$ cat src/rtl/cc1200_pmod_bridge_if.sv
// rtl/cc1200_pmod_bridge_if.sv - Pmod pad-side signal bundle for the CC1200 bridge
interface cc1200_pmod_bridge_if #(
  parameter int GPIO_W = 4
);
  logic [GPIO_W-1:0] pad_gpio_o;
  logic [GPIO_W-1:0] pad_gpio_oe;
  logic [GPIO_W-1:0] pad_gpio_i;
  logic              pad_sclk_o;
  logic              pad_mosi_o;
  logic              pad_cs_n_o;
  logic              pad_spi_oe;
  logic              pad_miso_i;

  modport master (
    output pad_gpio_o, pad_gpio_oe, pad_sclk_o, pad_mosi_o, pad_cs_n_o, pad_spi_oe,
    input  pad_gpio_i, pad_miso_i
  );

  modport slave (
    input  pad_gpio_o, pad_gpio_oe, pad_sclk_o, pad_mosi_o, pad_cs_n_o, pad_spi_oe,
    output pad_gpio_i, pad_miso_i
  );
endinterface

$ cat src/rtl/cc1200_pmod_bridge.sv
// rtl/cc1200_pmod_bridge.sv - CC1200 GPIO/SPI to Pmod bridge with debounced arm/drain enable
module cc1200_pmod_bridge #(
  parameter int GPIO_W       = 4,
  parameter int SYNC_STAGES  = 2,
  parameter int DEBOUNCE_CYC = 1000,
  parameter int GUARD_CYC    = 4
) (
  input  logic              clk,
  input  logic              rst,
  input  logic              en_sw,
  input  logic [GPIO_W-1:0] gpio_out,
  input  logic [GPIO_W-1:0] gpio_oe,
  output logic [GPIO_W-1:0] gpio_in,
  output logic [GPIO_W-1:0] gpio_rise,
  output logic [GPIO_W-1:0] gpio_fall,
  input  logic [GPIO_W-1:0] irq_mask,
  input  logic              irq_clr,
  output logic              irq,
  input  logic              spi_sclk_i,
  input  logic              spi_mosi_i,
  input  logic              spi_cs_n_i,
  output logic              spi_miso_o,
  cc1200_pmod_bridge_if.master pad,
  output logic [1:0]        link_state
);
  localparam int MAX_CYC = (DEBOUNCE_CYC > GUARD_CYC) ? DEBOUNCE_CYC : GUARD_CYC;
  localparam int CW      = $clog2(MAX_CYC + 1);
  localparam logic [CW-1:0] DB_LAST    = CW'(DEBOUNCE_CYC - 1);
  localparam logic [CW-1:0] GUARD_LAST = CW'(GUARD_CYC - 1);

  // S_IDLE is the second half of draining: SPI pads parked before release
  typedef enum logic [2:0] {S_OFF, S_ARM, S_ON, S_DRAIN, S_IDLE} state_t;

  state_t            state, state_nx;
  logic [CW-1:0]     g_cnt, g_cnt_nx;
  logic [SYNC_STAGES-1:0] en_sync;
  logic              en_s, en_db;
  logic [CW-1:0]     db_cnt;
  logic [GPIO_W-1:0] gpio_sync [SYNC_STAGES];
  logic [GPIO_W-1:0] hist;
  logic              on_q;
  logic              edge_en;

  assign en_s = en_sync[SYNC_STAGES-1];

  always_ff @(posedge clk) begin
    if (rst) begin
      en_sync <= '0;
      en_db   <= 1'b0;
      db_cnt  <= '0;
    end else begin
      en_sync <= {en_sync[SYNC_STAGES-2:0], en_sw};
      if (en_s == en_db) begin
        db_cnt <= '0;
      end else if (db_cnt == DB_LAST) begin
        en_db  <= ~en_db;
        db_cnt <= '0;
      end else begin
        db_cnt <= db_cnt + 1'b1;
      end
    end
  end

  always_ff @(posedge clk) begin
    if (rst) begin
      state <= S_OFF;
      g_cnt <= '0;
    end else begin
      state <= state_nx;
      g_cnt <= g_cnt_nx;
    end
  end

  always_comb begin
    state_nx = state;
    g_cnt_nx = g_cnt;
    case (state)
      S_OFF: begin
        if (en_db) begin
          state_nx = S_ARM;
          g_cnt_nx = '0;
        end
      end
      S_ARM: begin
        if (!en_db)                 state_nx = S_OFF;
        else if (g_cnt == GUARD_LAST) state_nx = S_ON;
        else                        g_cnt_nx = g_cnt + 1'b1;
      end
      S_ON: begin
        if (!en_db) state_nx = S_DRAIN;
      end
      S_DRAIN: begin
        // en_db is deliberately ignored until OFF so a transaction is never cut
        if (spi_cs_n_i) begin
          state_nx = S_IDLE;
          g_cnt_nx = '0;
        end
      end
      S_IDLE: begin
        if (g_cnt == GUARD_LAST) state_nx = S_OFF;
        else                     g_cnt_nx = g_cnt + 1'b1;
      end
      default: state_nx = S_OFF;
    endcase
  end

  always_comb begin
    pad.pad_gpio_o  = '0;
    pad.pad_gpio_oe = '0;
    pad.pad_spi_oe  = 1'b0;
    pad.pad_sclk_o  = 1'b0;
    pad.pad_mosi_o  = 1'b0;
    pad.pad_cs_n_o  = 1'b1;
    spi_miso_o      = 1'b0;
    link_state      = 2'd0;
    case (state)
      S_ARM: begin
        pad.pad_spi_oe = 1'b1;
        link_state     = 2'd1;
      end
      S_ON: begin
        pad.pad_gpio_o  = gpio_out;
        pad.pad_gpio_oe = gpio_oe;
        pad.pad_spi_oe  = 1'b1;
        pad.pad_sclk_o  = spi_sclk_i;
        pad.pad_mosi_o  = spi_mosi_i;
        pad.pad_cs_n_o  = spi_cs_n_i;
        spi_miso_o      = pad.pad_miso_i;
        link_state      = 2'd2;
      end
      S_DRAIN: begin
        pad.pad_spi_oe = 1'b1;
        pad.pad_sclk_o = spi_sclk_i;
        pad.pad_mosi_o = spi_mosi_i;
        pad.pad_cs_n_o = spi_cs_n_i;
        spi_miso_o     = pad.pad_miso_i;
        link_state     = 2'd3;
      end
      S_IDLE: begin
        pad.pad_spi_oe = 1'b1;
        link_state     = 2'd3;
      end
      default: ;
    endcase
  end

  assign gpio_in = gpio_sync[SYNC_STAGES-1];
  // on_q masks the first ON cycle, where hist still holds pre-ON history
  assign edge_en   = (state == S_ON) && on_q;
  assign gpio_rise = gpio_in & ~hist & {GPIO_W{edge_en}};
  assign gpio_fall = ~gpio_in & hist & {GPIO_W{edge_en}};

  always_ff @(posedge clk) begin
    if (rst) begin
      for (int i = 0; i < SYNC_STAGES; i++) gpio_sync[i] <= '0;
      hist <= '0;
      on_q <= 1'b0;
      irq  <= 1'b0;
    end else begin
      gpio_sync[0] <= pad.pad_gpio_i;
      for (int i = 1; i < SYNC_STAGES; i++) gpio_sync[i] <= gpio_sync[i-1];
      hist <= gpio_in;
      on_q <= (state == S_ON);
      if (|((gpio_rise | gpio_fall) & irq_mask)) irq <= 1'b1;
      else if (irq_clr)                          irq <= 1'b0;
    end
  end
endmodule

$ cat src/flat_wrapper.sv
// flat-port wrapper written by rule: the top's interface ports become plain ports
module cc1200_pmod_bridge_flat 
#(
  parameter int GPIO_W       = 4,
  parameter int SYNC_STAGES  = 2,
  parameter int DEBOUNCE_CYC = 1000,
  parameter int GUARD_CYC    = 4
)
  (clk, rst, en_sw, gpio_out, gpio_oe, gpio_in, gpio_rise, gpio_fall, irq_mask, irq_clr, irq, spi_sclk_i, spi_mosi_i, spi_cs_n_i, spi_miso_o, link_state, pad_pad_gpio_o, pad_pad_gpio_oe, pad_pad_sclk_o, pad_pad_mosi_o, pad_pad_cs_n_o, pad_pad_spi_oe, pad_pad_gpio_i, pad_pad_miso_i);
  cc1200_pmod_bridge_if #(.GPIO_W(GPIO_W)) pad_i ();
  input  logic clk;
  input  logic rst;
  input  logic en_sw;
  input  logic [GPIO_W-1:0] gpio_out;
  input  logic [GPIO_W-1:0] gpio_oe;
  output logic [GPIO_W-1:0] gpio_in;
  output logic [GPIO_W-1:0] gpio_rise;
  output logic [GPIO_W-1:0] gpio_fall;
  input  logic [GPIO_W-1:0] irq_mask;
  input  logic irq_clr;
  output logic irq;
  input  logic spi_sclk_i;
  input  logic spi_mosi_i;
  input  logic spi_cs_n_i;
  output logic spi_miso_o;
  output logic [1:0] link_state;
  output wire logic [$bits(pad_i.pad_gpio_o)-1:0] pad_pad_gpio_o;
  output wire logic [$bits(pad_i.pad_gpio_oe)-1:0] pad_pad_gpio_oe;
  output wire logic [$bits(pad_i.pad_sclk_o)-1:0] pad_pad_sclk_o;
  output wire logic [$bits(pad_i.pad_mosi_o)-1:0] pad_pad_mosi_o;
  output wire logic [$bits(pad_i.pad_cs_n_o)-1:0] pad_pad_cs_n_o;
  output wire logic [$bits(pad_i.pad_spi_oe)-1:0] pad_pad_spi_oe;
  input wire logic [$bits(pad_i.pad_gpio_i)-1:0] pad_pad_gpio_i;
  input wire logic [$bits(pad_i.pad_miso_i)-1:0] pad_pad_miso_i;
  assign pad_pad_gpio_o = pad_i.pad_gpio_o;
  assign pad_pad_gpio_oe = pad_i.pad_gpio_oe;
  assign pad_pad_sclk_o = pad_i.pad_sclk_o;
  assign pad_pad_mosi_o = pad_i.pad_mosi_o;
  assign pad_pad_cs_n_o = pad_i.pad_cs_n_o;
  assign pad_pad_spi_oe = pad_i.pad_spi_oe;
  assign pad_i.pad_gpio_i = pad_pad_gpio_i;
  assign pad_i.pad_miso_i = pad_pad_miso_i;
  cc1200_pmod_bridge #(.GPIO_W(GPIO_W), .SYNC_STAGES(SYNC_STAGES), .DEBOUNCE_CYC(DEBOUNCE_CYC), .GUARD_CYC(GUARD_CYC)) u_core (.clk(clk), .rst(rst), .en_sw(en_sw), .gpio_out(gpio_out), .gpio_oe(gpio_oe), .gpio_in(gpio_in), .gpio_rise(gpio_rise), .gpio_fall(gpio_fall), .irq_mask(irq_mask), .irq_clr(irq_clr), .irq(irq), .spi_sclk_i(spi_sclk_i), .spi_mosi_i(spi_mosi_i), .spi_cs_n_i(spi_cs_n_i), .spi_miso_o(spi_miso_o), .pad(pad_i), .link_state(link_state));
endmodule
$ cat config.mk
export PLATFORM = sky130hd
export DESIGN_NAME = cc1200_pmod_bridge_flat
export DESIGN_NICKNAME = d
export VERILOG_FILES = /design/src/rtl/cc1200_pmod_bridge_if.sv /design/src/rtl/cc1200_pmod_bridge.sv /design/src/flat_wrapper.sv
export SDC_FILE = /design/constraint.sdc
export NUM_CORES = 1
export LEC_CHECK = 0
export ABC_AREA = 1
export CORE_AREA = 2 2 73 89
export CTS_BUF_LIST = sky130_fd_sc_hd__clkbuf_8
export DETAILED_ROUTE_END_ITERATION = 12
export DIE_AREA = 0 0 75 91
export GPL_TIMING_DRIVEN = 0
export HOLD_SLACK_MARGIN = 0.03
export RECOVER_POWER = 100
export SYNTH_ARGS = -nofsm -noshare
export SYNTH_HDL_FRONTEND = slang
export SYNTH_SLANG_ARGS = --single-unit
$ cat constraint.sdc
create_clock -name clk -period 1.44 [get_ports clk]
set_input_delay 0.216 -clock clk [delete_from_list [all_inputs] [get_ports clk]]
set_output_delay 0.216 -clock clk [all_outputs]
set_load 0.02 [all_outputs]
After elaboration in Yosys (flattened, before gate mapping) --
Memories as Yosys holds them, arrays and structs flattened. Index checks and enable logic that the tools add are counted.
Operators by class: add/subtract/negate cells 2, eq/ne operators 13, multiplexer cells 27, bitwise gates (word level) 12, reductions and logical operators 12
Operator list (number):
- $mux 10 | 4
- $pmux 10 s4 | 1
- $add 10x1->10 const B | 2
- $and 4x4->4 | 5
- $mux 3 | 6
- $mux 4 | 4
- $pmux 3 s5 | 1
- $eq 10x10->1 const B | 1
- $eq 10x2->1 const B | 1
- $mux 1 | 10
- $not 4->4 | 2
- $reduce_or 4->1 | 2
- $eq 3x2->1 const B | 2
- $ne 2x1->1 const B | 3
- $pmux 2 s3 | 1
- $reduce_and 5->1 | 1
- $ne 2x2->1 const B | 2
- $or 4x4->4 | 1
- $reduce_and 4->1 | 1
- $reduce_bool 4->1 | 1
- $reduce_or 2->1 | 2
- $eq 3x1->1 const B | 1
- $eq 3x3->1 const B | 1
- $logic_not 3->1 | 1
- other kinds (8) | 10
Word-level totals: bits in registers 32, RAM bits 8, input bits 24, output and inout bits 28, logic and storage cells 75, memories kept 1
Memories:
- u_core.gpio_sync | words 2, bits a word 4, read ports 2, clocked after Yosys merged registers in 0, write ports 2, line cc1200_pmod_bridge.sv:39 | logic [GPIO_W-1:0] gpio_sync [SYNC_STAGES];

Depth between registers and ports, before layout --
depth in word-level cells 7, depth in mapped cells 10

Worst setup path after synthesis --
OpenSTA, ideal clock, no wires.
path kind reg-to-reg, start point register u_core.g_cnt[0], end point register u_core.state[2], setup time 115 ps, arrival time 1326 ps, slack -1 ps, cell stages (with the launch flop) 9, buffers on the path 0, period minus slack after synthesis 1441 ps, cell sequence dfxtp_1 > ha_1 > inv_1 > nor3_1 > nand2_1 > nand2_1 > nand2_2 > o21ai_1 > nor2_1
On the way: cells in the longest elaborated chain, start to end 3
Ends and longest elaborated chain:
- start: declaration | line cc1200_pmod_bridge.sv:35 | logic [CW-1:0] g_cnt, g_cnt_nx;
- start signal: assignment | line cc1200_pmod_bridge.sv:70 | g_cnt <= g_cnt_nx;
- $eq 10x2->1 * | line cc1200_pmod_bridge.sv:86, cc1200_pmod_bridge.sv:100
- $ne 3x3->1 (no source line) or $ne 2x1->1 (tied branches)
- $reduce_and 5->1 (no source line) *
- end signal: assignment | line cc1200_pmod_bridge.sv:69 | state <= state_nx;
- end: declaration | line cc1200_pmod_bridge.sv:34 | state_t state, state_nx;
Every way passes the cells marked *; elsewhere a longest branch is shown, timed or not. A chain may end at the register's enable or synchronous reset.

Final worst setup path --
start point register u_core.state[0], end point output port pad_pad_gpio_o[2]
On the way: cells in the longest elaborated chain, start to end 2
Ends and longest elaborated chain:
- $eq 3x2->1 | line cc1200_pmod_bridge.sv:116 | case (state)
- $mux 4 | line cc1200_pmod_bridge.sv:116
- end: declaration | line flat_wrapper.sv:27 | output wire logic [$bits(pad_i.pad_gpio_o)-1:0] pad_pad_gpio_o;
Every way passes these cells.

==> summary.txt <==
Status
  – Status: complete, but fails checks
  – Failing checks: setup timing

Worst hold path
  – Min-Delay Path Class: in2reg
  – Hold Crit Depth: 2
  – Worst Hold End: u_core.g_cnt[4]
  – Hold path start: rst

Setup path
  – Startpoint Class: register
  – WP data arrival: 1350 ps
  – Register-to-Register Path Depth: 10
  – CP bufs+invs: 2
  – Critical Path RT: 1220 ps
  – FF-to-FF End: u_core.g_cnt[6]
  – CP Capture Type: primary output
  – Worst path cell trace: nor2_4 > nand2_2 > clkbuf_8 > nor2_1 > buf_4
  – Cell depth of the worst setup path: 5
  – CP max stage delay: 370 ps
  – CP max-delay cell: dfxtp_4
  – Reg2Reg Setup Slack: -30 ps
  – Reg2reg start: u_core.state[0]
  – Top delay family on crit path: flip-flops
  – Crit path max fanout: 5
  – Crit path kind: reg2out

Synth
  – Seq/Total Area, Yosys: 39.0%
  – Distinct cell type count after synthesis: 22
  – Syn Area/Cell: 6.39 um^2
  – Yosys warns: 0
  – Post-synthesis sequential element count: 40
  – Syn Nets: 347
  – Area fraction of the dominant cell type after synthesis: 39.0%
  – Largest cells by area after synthesis: dfxtp_1 39%, nand2_1 12%, nor2_1 12%, inv_1 11%, nand3_1 5.4%
  – Synth Instances: 321
  – Mapped Area: 0.00205 mm^2
  – Synth area leader: dfxtp_1

Power and ir drop
  – Sw frac: 20.9%
  – Clk pwr share: 43.4%
  – Tot Pwr: 0.00222 W
  – Part of the power in combinational logic: 6.2%
  – Register share of total power: 50.4%
  – Switching power total: 0.000466 W
  – Leak pwr: 1.28 nW
  – Peak VDD IR: 0.000433 V
  – Power per cell area: 727 mW/mm^2
  – Cell Int Power: 0.00176 W

Layout
  – Layout cells sized above 1: 26.0%
  – Nets: 417
  – Layout Utilization: 51.6%
  – Commonest non-fill, non-tap cells in the layout: 63 x nand2_1, 56 x inv_1, 48 x nor2_1
  – Post-route cell area: 0.00306 mm^2
  – Area growth from synthesis to layout: 49.3%
  – Ant diodes: 0
  – Commonest non-fill, non-tap cell in the layout: nand2_1

Placed design
  – Placed instance area: 0.00266 mm^2
  – Detailed placement HPWL: 3480 um
  – Routability cong.: 0.761
  – IO buf count: 50
  – DP Worst Slack: -518 ps

Timing
  – Hold_ws: 237 ps
  – Tightest Pin Transition: 443 ps
  – RSZ-0062 raised after global routing: yes
  – Max Freq: 0.637 GHz
  – Slew margin rel.: 70.4%
  – Clock skew: 10.5 ps
  – Crit path time final: 1570 ps
  – Setup ws final: -131 ps
  – Final Cycle Share: 109%
  – Final Hold Viols: 0
  – Pins Over Slew Limit: 0
  – Final number of setup-violating endpoints: 20

Global routing
  – Initial antenna violation count: 0
  – Vias in the first global route: 1,995
  – GRT Total Usage: 15.3%
  – Pin count of the biggest net entering global routing: 14
  – Gr ovfl total: 0
  – First-pass GRT wire length: 8220 um

Detailed routing
  – Drt drc: 0
  – Drt pass-1 iters: 4
  – Antenna Nets Post-Route: 0
  – Vias per inst: 4.48
  – 1st-iter DRT viols: 54
  – WL/cell: 10.3 um
  – Routed wire length: 4900 um
  – Total number of vias: 2,124

Floorplan
  – Row cnt: 31
  – Core area: 0.00593 mm^2
  – Die width: 75 um
  – Starting Density: 34.6%
  – # IOs: 52
  – Die area: 0.00683 mm^2
  – Die Ht: 91 um

Clock network
  – Post-CTS Hold Buffers: 0
  – CTS Root Cell: clkbuf_8
  – Max Buffers Root-to-Sink: 2
  – # clock sinks: 40
  – CTS tree: yes
  – Clk_lat worst skew: 290 ps
  – TritonCTS Buffers: 5
  – H-tree depth: 2
  – CTS clk-pin slew, worst paths: 90 ps

Job
  – Max Cap Viol: 0
[cell type report]
type                    instances  area [um^2]
clock inverters                 2         38.8
multi-input cells             213         1130
inverters                      60          225
repair buffers                 62          601
well taps                      82          103
fillers                       598         2870
clock buffers                   6         82.6
plain buffers                   9         67.6
flip-flops and latches         40          817
[through the flow]
step	setup TNS (ps)	cells
2_1_floorplan	0	321
3_3_place_gp	-9460	453
3_5_place_dp	-9850	453
4_1_cts	-1630	468
5_1_grt	-3920	474
6_report	-1610	474
[Yosys cell counts (all sizes together)]
master and n:
a21oi 19, or2 4, nand3 23, xor2 3, inv 60, nand2 73
o21ai 6, buf 5, ha 2, o21bai 1, clkbuf 4, nand4 6
nor3 5, nor2 70, dfxtp 40
[routing by layer]
| metal | wire, um | GRT usage, % | vias to the layer above |
|---|---|---|---|
| met5 | 0 | 0 | - |
| met4 | 75 | 5.51 | 0 |
| met3 | 236 | 4.66 | 7 |
| met2 | 2700 | 26.8 | 43 |
| met1 | 1890 | 16.7 | 965 |
| li1 | - | - | 1109 |
[how the worst max path moves through the flow]
stage                    start                 end  slack, ps
6_report       u_core.state[0]   pad_pad_gpio_o[2]       -130
2_1_floorplan  u_core.g_cnt[0]     u_core.state[2]        110
5_1_grt        u_core.state[0]        gpio_rise[2]       -180
3_3_place_gp   u_core.state[2]      pad_pad_spi_oe       -490
3_5_place_dp   u_core.state[2]      pad_pad_spi_oe       -520
4_1_cts        u_core.state[0]  pad_pad_gpio_oe[1]       -110
[sequential cells by signal, indices dropped and copies added, names as in the netlist]
signal and count:
u_core.en_sync 2, u_core.gpio_sync 8, u_core.db_cnt 10, u_core.on_q 1, u_core.g_cnt 10, u_core.irq 1
u_core.hist 4, u_core.state 3, u_core.en_db 1
[power by group through the flow]
stage	logic, W	clock network [W]	registers [W]
after floorplan	0.0000549	0	0.00115
after global placement	0.000131	0	0.00115
after detailed placement	0.000133	0	0.00116
after CTS	0.000137	0.00101	0.00113
after global routing	0.000156	0.00106	0.00112
final	0.000138	0.000965	0.00112
[logic make-up (layout without fill, tap and decap cells)]
kind of cell	count (synthesis)	count (layout)	share of synthesized area, %
flops	40	40	39.0
compound gates	26	26	6.47
buf+inv	69	139	13.7
xor+xnor	3	3	1.28
fa+ha+maj	2	2	1.22
simple gates	181	182	38.3
[worst reg2reg max path, stage by stage (launching register included)]
cell and delay [ps]:
dfxtp_4 370, buf_4 140, nand2_1 60, nor2_1 60, nand2_1 80, nand2_2 70
nor2_4 230, clkbuf_16 180, nand3_1 70, nand2_1 60, nor2_1 50
[what timing repair did]
| action | in CTS | in global routing |
|---|---|---|
| pin swaps | 4 | 8 |
| resized for setup | 163 | 26 |
| endpoints found under the hold margin | 0 | 0 |
| buffers inserted | 6 | 4 |
| cloned | 1 | 2 |
| setup endpoints to repair | 47 | 42 |
No activity file was read; power rests on OpenSTA's default activity.
